$ cat src/rtl/bg_loader_pkg.sv
// Types and helpers for the background image loader's write port.
package bg_loader_pkg;

   localparam int ADDR_W = 12;
   localparam int DATA_W = 12;

   typedef logic [ADDR_W-1:0] addr_t;
   typedef logic [DATA_W-1:0] pixel_t;
   typedef logic [3:0]        nibble_t;

   // 4-4-4 RGB: red nibble on top, green/blue byte taken verbatim from the stream.
   function automatic pixel_t pack_pixel(input nibble_t r, input logic [7:0] gb);
      return {r, gb};
   endfunction

endpackage

$ cat src/rtl/vga_pkg.sv
// Display-wide constants shared by the background loader and the background drawing block.
package vga_pkg;

   localparam int BG_IMG_WIDTH  = 64;
   localparam int BG_IMG_HEIGHT = 48;

endpackage

$ cat src/rtl/bg_loader_if.sv
// Byte-stream input, memory write port and load status of the background loader.
interface bg_loader_if;
   import bg_loader_pkg::*;

   logic       start;
   logic [7:0] in_data;
   logic       in_valid;
   logic       in_ready;
   logic       wr_en;
   addr_t      wr_addr;
   pixel_t     wr_data;
   logic       busy;
   logic       done;

   modport master (
      output start, in_data, in_valid,
      input  in_ready, wr_en, wr_addr, wr_data, busy, done
   );

   modport slave (
      input  start, in_data, in_valid,
      output in_ready, wr_en, wr_addr, wr_data, busy, done
   );

endinterface

$ cat src/rtl/bg_loader.sv
// Loads a full background image from a byte stream (two bytes per pixel) into
// the consumer's background memory, one row-major write per pixel.
module bg_loader
   import vga_pkg::*;
   import bg_loader_pkg::*;
#(
   parameter int IMG_W = BG_IMG_WIDTH,
   parameter int IMG_H = BG_IMG_HEIGHT
)(
   input  logic      clk,
   input  logic      rst,
   bg_loader_if.slave bus
);

   localparam int PIXELS = IMG_W * IMG_H;

   typedef enum logic [1:0] {
      IDLE,
      RX_HI,
      RX_LO,
      FINISH
   } state_t;

   state_t  state;
   state_t  next_state;
   addr_t   count;
   nibble_t r_nib;
   logic    accept;
   logic    restart;
   logic    last;

   assign accept  = bus.in_valid && bus.in_ready;
   assign restart = bus.start && (state != FINISH);
   assign last    = (count == addr_t'(PIXELS - 1));

   always_ff @(posedge clk) begin
      if (!rst) begin
         state <= IDLE;
      end else begin
         state <= next_state;
      end
   end

   always_comb begin
      next_state = state;
      unique case (state)
         IDLE: begin
            if (bus.start) next_state = RX_HI;
         end
         RX_HI: begin
            if (bus.start)   next_state = RX_HI;
            else if (accept) next_state = RX_LO;
         end
         RX_LO: begin
            if (bus.start)   next_state = RX_HI;
            else if (accept) next_state = last ? FINISH : RX_HI;
         end
         FINISH: begin
            next_state = IDLE;
         end
         default: next_state = IDLE;
      endcase
   end

   // A start in either receive state wins over a byte arriving that cycle.
   always_comb begin
      bus.in_ready = ((state == RX_HI) || (state == RX_LO)) && !bus.start;
      bus.busy     = (state == RX_HI) || (state == RX_LO);
      bus.done     = (state == FINISH);
   end

   always_ff @(posedge clk) begin
      if (!rst) begin
         count       <= '0;
         r_nib       <= '0;
         bus.wr_en   <= 1'b0;
         bus.wr_addr <= '0;
         bus.wr_data <= '0;
      end else begin
         bus.wr_en <= 1'b0;
         if (restart) begin
            count <= '0;
            r_nib <= '0;
         end else if ((state == RX_HI) && accept) begin
            r_nib <= bus.in_data[3:0];
         end else if ((state == RX_LO) && accept) begin
            bus.wr_en   <= 1'b1;
            bus.wr_addr <= count;
            bus.wr_data <= pack_pixel(r_nib, bus.in_data);
            // The counter parks on the final address; FINISH ends the load.
            if (!last) count <= count + addr_t'(1);
         end
      end
   end

endmodule

$ cat src/flat_wrapper.sv
// flat-port wrapper written by rule: the top's interface ports become plain ports
module bg_loader_flat import vga_pkg::*; import bg_loader_pkg::*;
#(
   parameter int IMG_W = BG_IMG_WIDTH,
   parameter int IMG_H = BG_IMG_HEIGHT
)
  (clk, rst, bus_start, bus_in_data, bus_in_valid, bus_in_ready, bus_wr_en, bus_wr_addr, bus_wr_data, bus_busy, bus_done);
  bg_loader_if bus_i ();
  input  logic clk;
  input  logic rst;
  input wire logic [$bits(bus_i.start)-1:0] bus_start;
  input wire logic [$bits(bus_i.in_data)-1:0] bus_in_data;
  input wire logic [$bits(bus_i.in_valid)-1:0] bus_in_valid;
  output wire logic [$bits(bus_i.in_ready)-1:0] bus_in_ready;
  output wire logic [$bits(bus_i.wr_en)-1:0] bus_wr_en;
  output wire logic [$bits(bus_i.wr_addr)-1:0] bus_wr_addr;
  output wire logic [$bits(bus_i.wr_data)-1:0] bus_wr_data;
  output wire logic [$bits(bus_i.busy)-1:0] bus_busy;
  output wire logic [$bits(bus_i.done)-1:0] bus_done;
  assign bus_i.start = bus_start;
  assign bus_i.in_data = bus_in_data;
  assign bus_i.in_valid = bus_in_valid;
  assign bus_in_ready = bus_i.in_ready;
  assign bus_wr_en = bus_i.wr_en;
  assign bus_wr_addr = bus_i.wr_addr;
  assign bus_wr_data = bus_i.wr_data;
  assign bus_busy = bus_i.busy;
  assign bus_done = bus_i.done;
  bg_loader #(.IMG_W(IMG_W), .IMG_H(IMG_H)) u_core (.clk(clk), .rst(rst), .bus(bus_i));
endmodule
$ cat config.mk
export PLATFORM = sky130hd
export DESIGN_NAME = bg_loader_flat
export DESIGN_NICKNAME = d
export VERILOG_FILES = /design/src/rtl/bg_loader_pkg.sv /design/src/rtl/vga_pkg.sv /design/src/rtl/bg_loader_if.sv /design/src/rtl/bg_loader.sv /design/src/flat_wrapper.sv
export SDC_FILE = /design/constraint.sdc
export NUM_CORES = 1
export LEC_CHECK = 0
export BUFFER_PORTS_ARGS = -buffer_cell sky130_fd_sc_hd__buf_2
export CAP_MARGIN = 20
export CORE_MARGIN = 4
export CORE_UTILIZATION = 53
export DETAILED_ROUTE_END_ITERATION = 16
export GPL_ROUTABILITY_DRIVEN = 0
export MAX_ROUTING_LAYER = met4
export PLACE_DENSITY = 0.78
export SYNTH_ARGS = -nofsm -noshare
export SYNTH_HDL_FRONTEND = slang
export SYNTH_SLANG_ARGS = --single-unit
$ cat constraint.sdc
create_clock -name clk -period 2.3 [get_ports clk]
set_input_delay 0.115 -clock clk [delete_from_list [all_inputs] [get_ports clk]]
set_output_delay 0.115 -clock clk [all_outputs]
set_load 0.1 [all_outputs]
==> summary.md <==
| Metric | Value |
|---|---|
| Status | finished, final reports clean |
| Top area cells in the synthesized netlist | dfxtp_1 45%, nand2_1 12%, a21boi_0 8.7% |
| Post-synth top flop | dfxtp_1 |
| Synth warnings | 0 |
| Worst setup EP type | flop |
| Pwr dens | 614.7 mW/mm^2 |
| Num CTS Buffers | 5 |
| Worst slew pin tran | 0.4976 ns |
| Largest stage delay, worst path | 0.53 ns |
| Leading cell type in the layout, fill and taps excluded | nand2_1 |
| Period minus WS final | 2.035 ns |
| First drt pass iteration count | 5 |
| R2r setup slk | 0.27 ns |
| Fin. max-slew vios | 0 |
| Crit path to | u_core.count[3] |
| Vias in the first global route | 1470 |
| Max VDD drop | 0.0005303 V |
| Initial antenna violation count | 0 |
| Net count after synthesis | 241 |
| Crit Reg-Reg Endpoint | u_core.count[3] |
| Residual DRC | 0 |
| CP required | 2.59 ns |
| DIE WIDTH | 67.83 um |
| Detailed Route WL | 3972 um |
| Mapped cell area | 0.001897 sq mm |
| CTS clk-pin slew, worst paths | 0.13 ns |
| Gr usage total | 0.1905 |
| CTS tree | built |
| N_diodes | 0 |
| FMAX | 491.4 MHz |
| Crit Path Category | reg2reg |
| Critical Path, Cell by Cell | inv_1 -> ha_1 -> and2b_2 -> nand2_4 -> or4_1 -> a21oi_1 |
| Leakage | 0.0008841 uW |
| Longest Clk Path Bufs | 2 |
| I/O pins | 40 |
| Slew headroom | 0.6705 |
| Worst path top cell family by delay | simple AND/OR/NAND/NOR gates |
| Setup Skew | 0.01094 ns |
| Hold crit path type | in2reg |
| Fin nets | 282 |
| Seq/Total Area, Yosys | 0.4538 |
| DPL Wire Length | 2839 um |
| Synth top area share | 0.4538 |
| TNS Setup | 0 ns |
| Yosys reg bits | 43 |
| Vias | 1678 |
| RSZ-0062 raised after global routing | no |
| Core area | 0.003390 sq mm |
| Initial DRC count | 78 |
| Setup Viol. Count Final | 0 |
| Via/cell ratio | 5.395 |
| Post-CTS setup buffer count | 0 |
| Most frequent cells in the layout | 59 x nand2_1, 43 x dfxtp_1, 39 x buf_2 |
| Cell at the root of the clock tree | clkbuf_4 |
| Clk sinks | 43 |
| Grt ovf | 0 |
| Layout cells sized above 1 | 0.2113 |
| Die H | 67.83 um |
| Worst EP arrival | 2.32 ns |
| Period utilisation layout | 0.8847 |
| Final hold violation count | 0 |
| Synthesized instance count | 223 |
| Worst path bufs/invs | 1 |
| Post-Syn Area per Cell | 8.506 sq um |
| MaxCap Viol Count | 0 |
| Largest net degree at the start of global routing | 28 |
| Clk_lat worst skew | 0.35 ns |
| Synth cell types | 38 |
| Die Footprint | 0.004600 sq mm |
| Stages on worst setup path | 6 |
| Post-synth EDFFs | 0 |
| R2r worst-path depth | 6 |
| Reg2Reg Launch Point | u_core.state[1] |
| H-tree Lvls | 2 |
| Ys async rst share | 0 |
| CP startpoint kind | flop |
| Highest-delay cell along the critical path | or4_1 |
| Post-DRT Antenna Nets | 0 |
| CP startpoint | u_core.state[1] |
| Number of cell rows | 21 |
| Initial Util | 0.5596 |
| CP max FO | 22 |
| Wirelength per Cell | 12.77 um |
| Area grow syn2layout | 18.93% |
| Placed Cells | 299 |
| Post-Layout Cell Count | 311 |
| Yosys top cell by area | dfxtp_1 |
| PortBufs | 39 |
| First-pass GRT wire length | 6396 um |
## worst min-delay path by stage
stage / startpoint / to / slack [ns] / depth (start not counted)
floorplan: bus_in_data[0] / u_core.bus.wr_data[0] / 0.26 / 2
global placement: bus_in_data[7] / u_core.bus.wr_data[7] / 0.37 / 3
detailed placement: bus_in_data[4] / u_core.bus.wr_data[4] / 0.37 / 3
CTS: bus_in_data[5] / u_core.bus.wr_data[5] / 0.007 / 3
global route: bus_in_data[1] / u_core.r_nib[1] / 0.002 / 3
finish: bus_in_data[1] / u_core.bus.wr_data[1] / 0.02 / 3
## worst min-delay path, delay by kind of cell
family | cells | cell delay, ns
buffers and inverters | 1 | 0.11
AND/OR/NAND/NOR | 1 | 0.05
AO/OA/AOI/OAI | 1 | 0.06
## flip-flops by register name, summed over array words and instances, names as in the netlist
signal,cells
u_core.state,2
u_core.bus.wr_addr,12
u_core.bus.wr_en,1
u_core.bus.wr_data,12
u_core.r_nib,4
u_core.count,12
## layout make-up
| class | instances | area [sq um] |
|---|---|---|
| multi-input combinational | 162 | 954.7 |
| inverter | 5 | 18.77 |
| clock buffer | 6 | 51.30 |
| sequential | 43 | 860.8 |
| timing repair buffer | 47 | 277.8 |
| tap | 46 | 57.56 |
| fill | 296 | 1134 |
| clock inverter | 2 | 35.03 |
## timing repair
action	CTS	global route
setup endpoints to repair	0	2
endpoints found under the hold margin	3	1
gates resized for setup	0	1
hold buffers	3	1
## metrics by stage
step	instance area [sq um]	power, uW	worst slack [ns]	utilization	hold slack, ns
after floorplan	1909	885.4	0.1807	-	0.2599
after global placement	2128	903.3	0.2604	0.6279	0.3653
after detailed placement	2128	905.0	0.1761	0.6279	0.3734
after CTS	2245	1397	0.1539	0.6622	0.006652
after global routing	2256	1441	0.1201	0.6656	0.001841
final	2256	1387	0.2652	0.6656	0.01597
## cell families after synthesis
group,share of synthesized area
buf+inv,0.05013
flops,0.4538
mux,0.01583
simple gates,0.2408
compound gates,0.1999
fa+ha+maj,0.03958
## report_power, final
group / total (uW) / switching [uW] / leakage (uW) / internal [uW]
clock: 493 / 236 / 0.0000482 / 257
sequential: 752 / 3.14 / 0.000346 / 749
combinational: 142 / 97.5 / 0.000489 / 44.5
total: 1390 / 337 / 0.000884 / 1050
## layer usage
metal	track usage	routed length (um)
met4	0.08189	70
met3	0.04762	193
met5	-	0
met1	0.2215	1849
met2	0.3123	1860
## cells in the mapped netlist (2+ instances only)
| cell | number |
|---|---|
| a21boi_0 | 22 |
| a21oi_1 | 14 |
| and3_1 | 2 |
| and4_1 | 2 |
| buf_2 | 4 |
| buf_6 | 3 |
| clkbuf_1 | 6 |
| dfxtp_1 | 43 |
| ha_1 | 6 |
| inv_1 | 5 |
| mux2i_1 | 3 |
| nand2_1 | 59 |
| nand3_1 | 10 |
| nand4_1 | 3 |
| nor2_1 | 4 |
| o21ai_0 | 7 |
| o31ai_1 | 4 |
| or3_1 | 3 |
| or4_1 | 4 |
No activity file was read; power rests on OpenSTA's default activity.
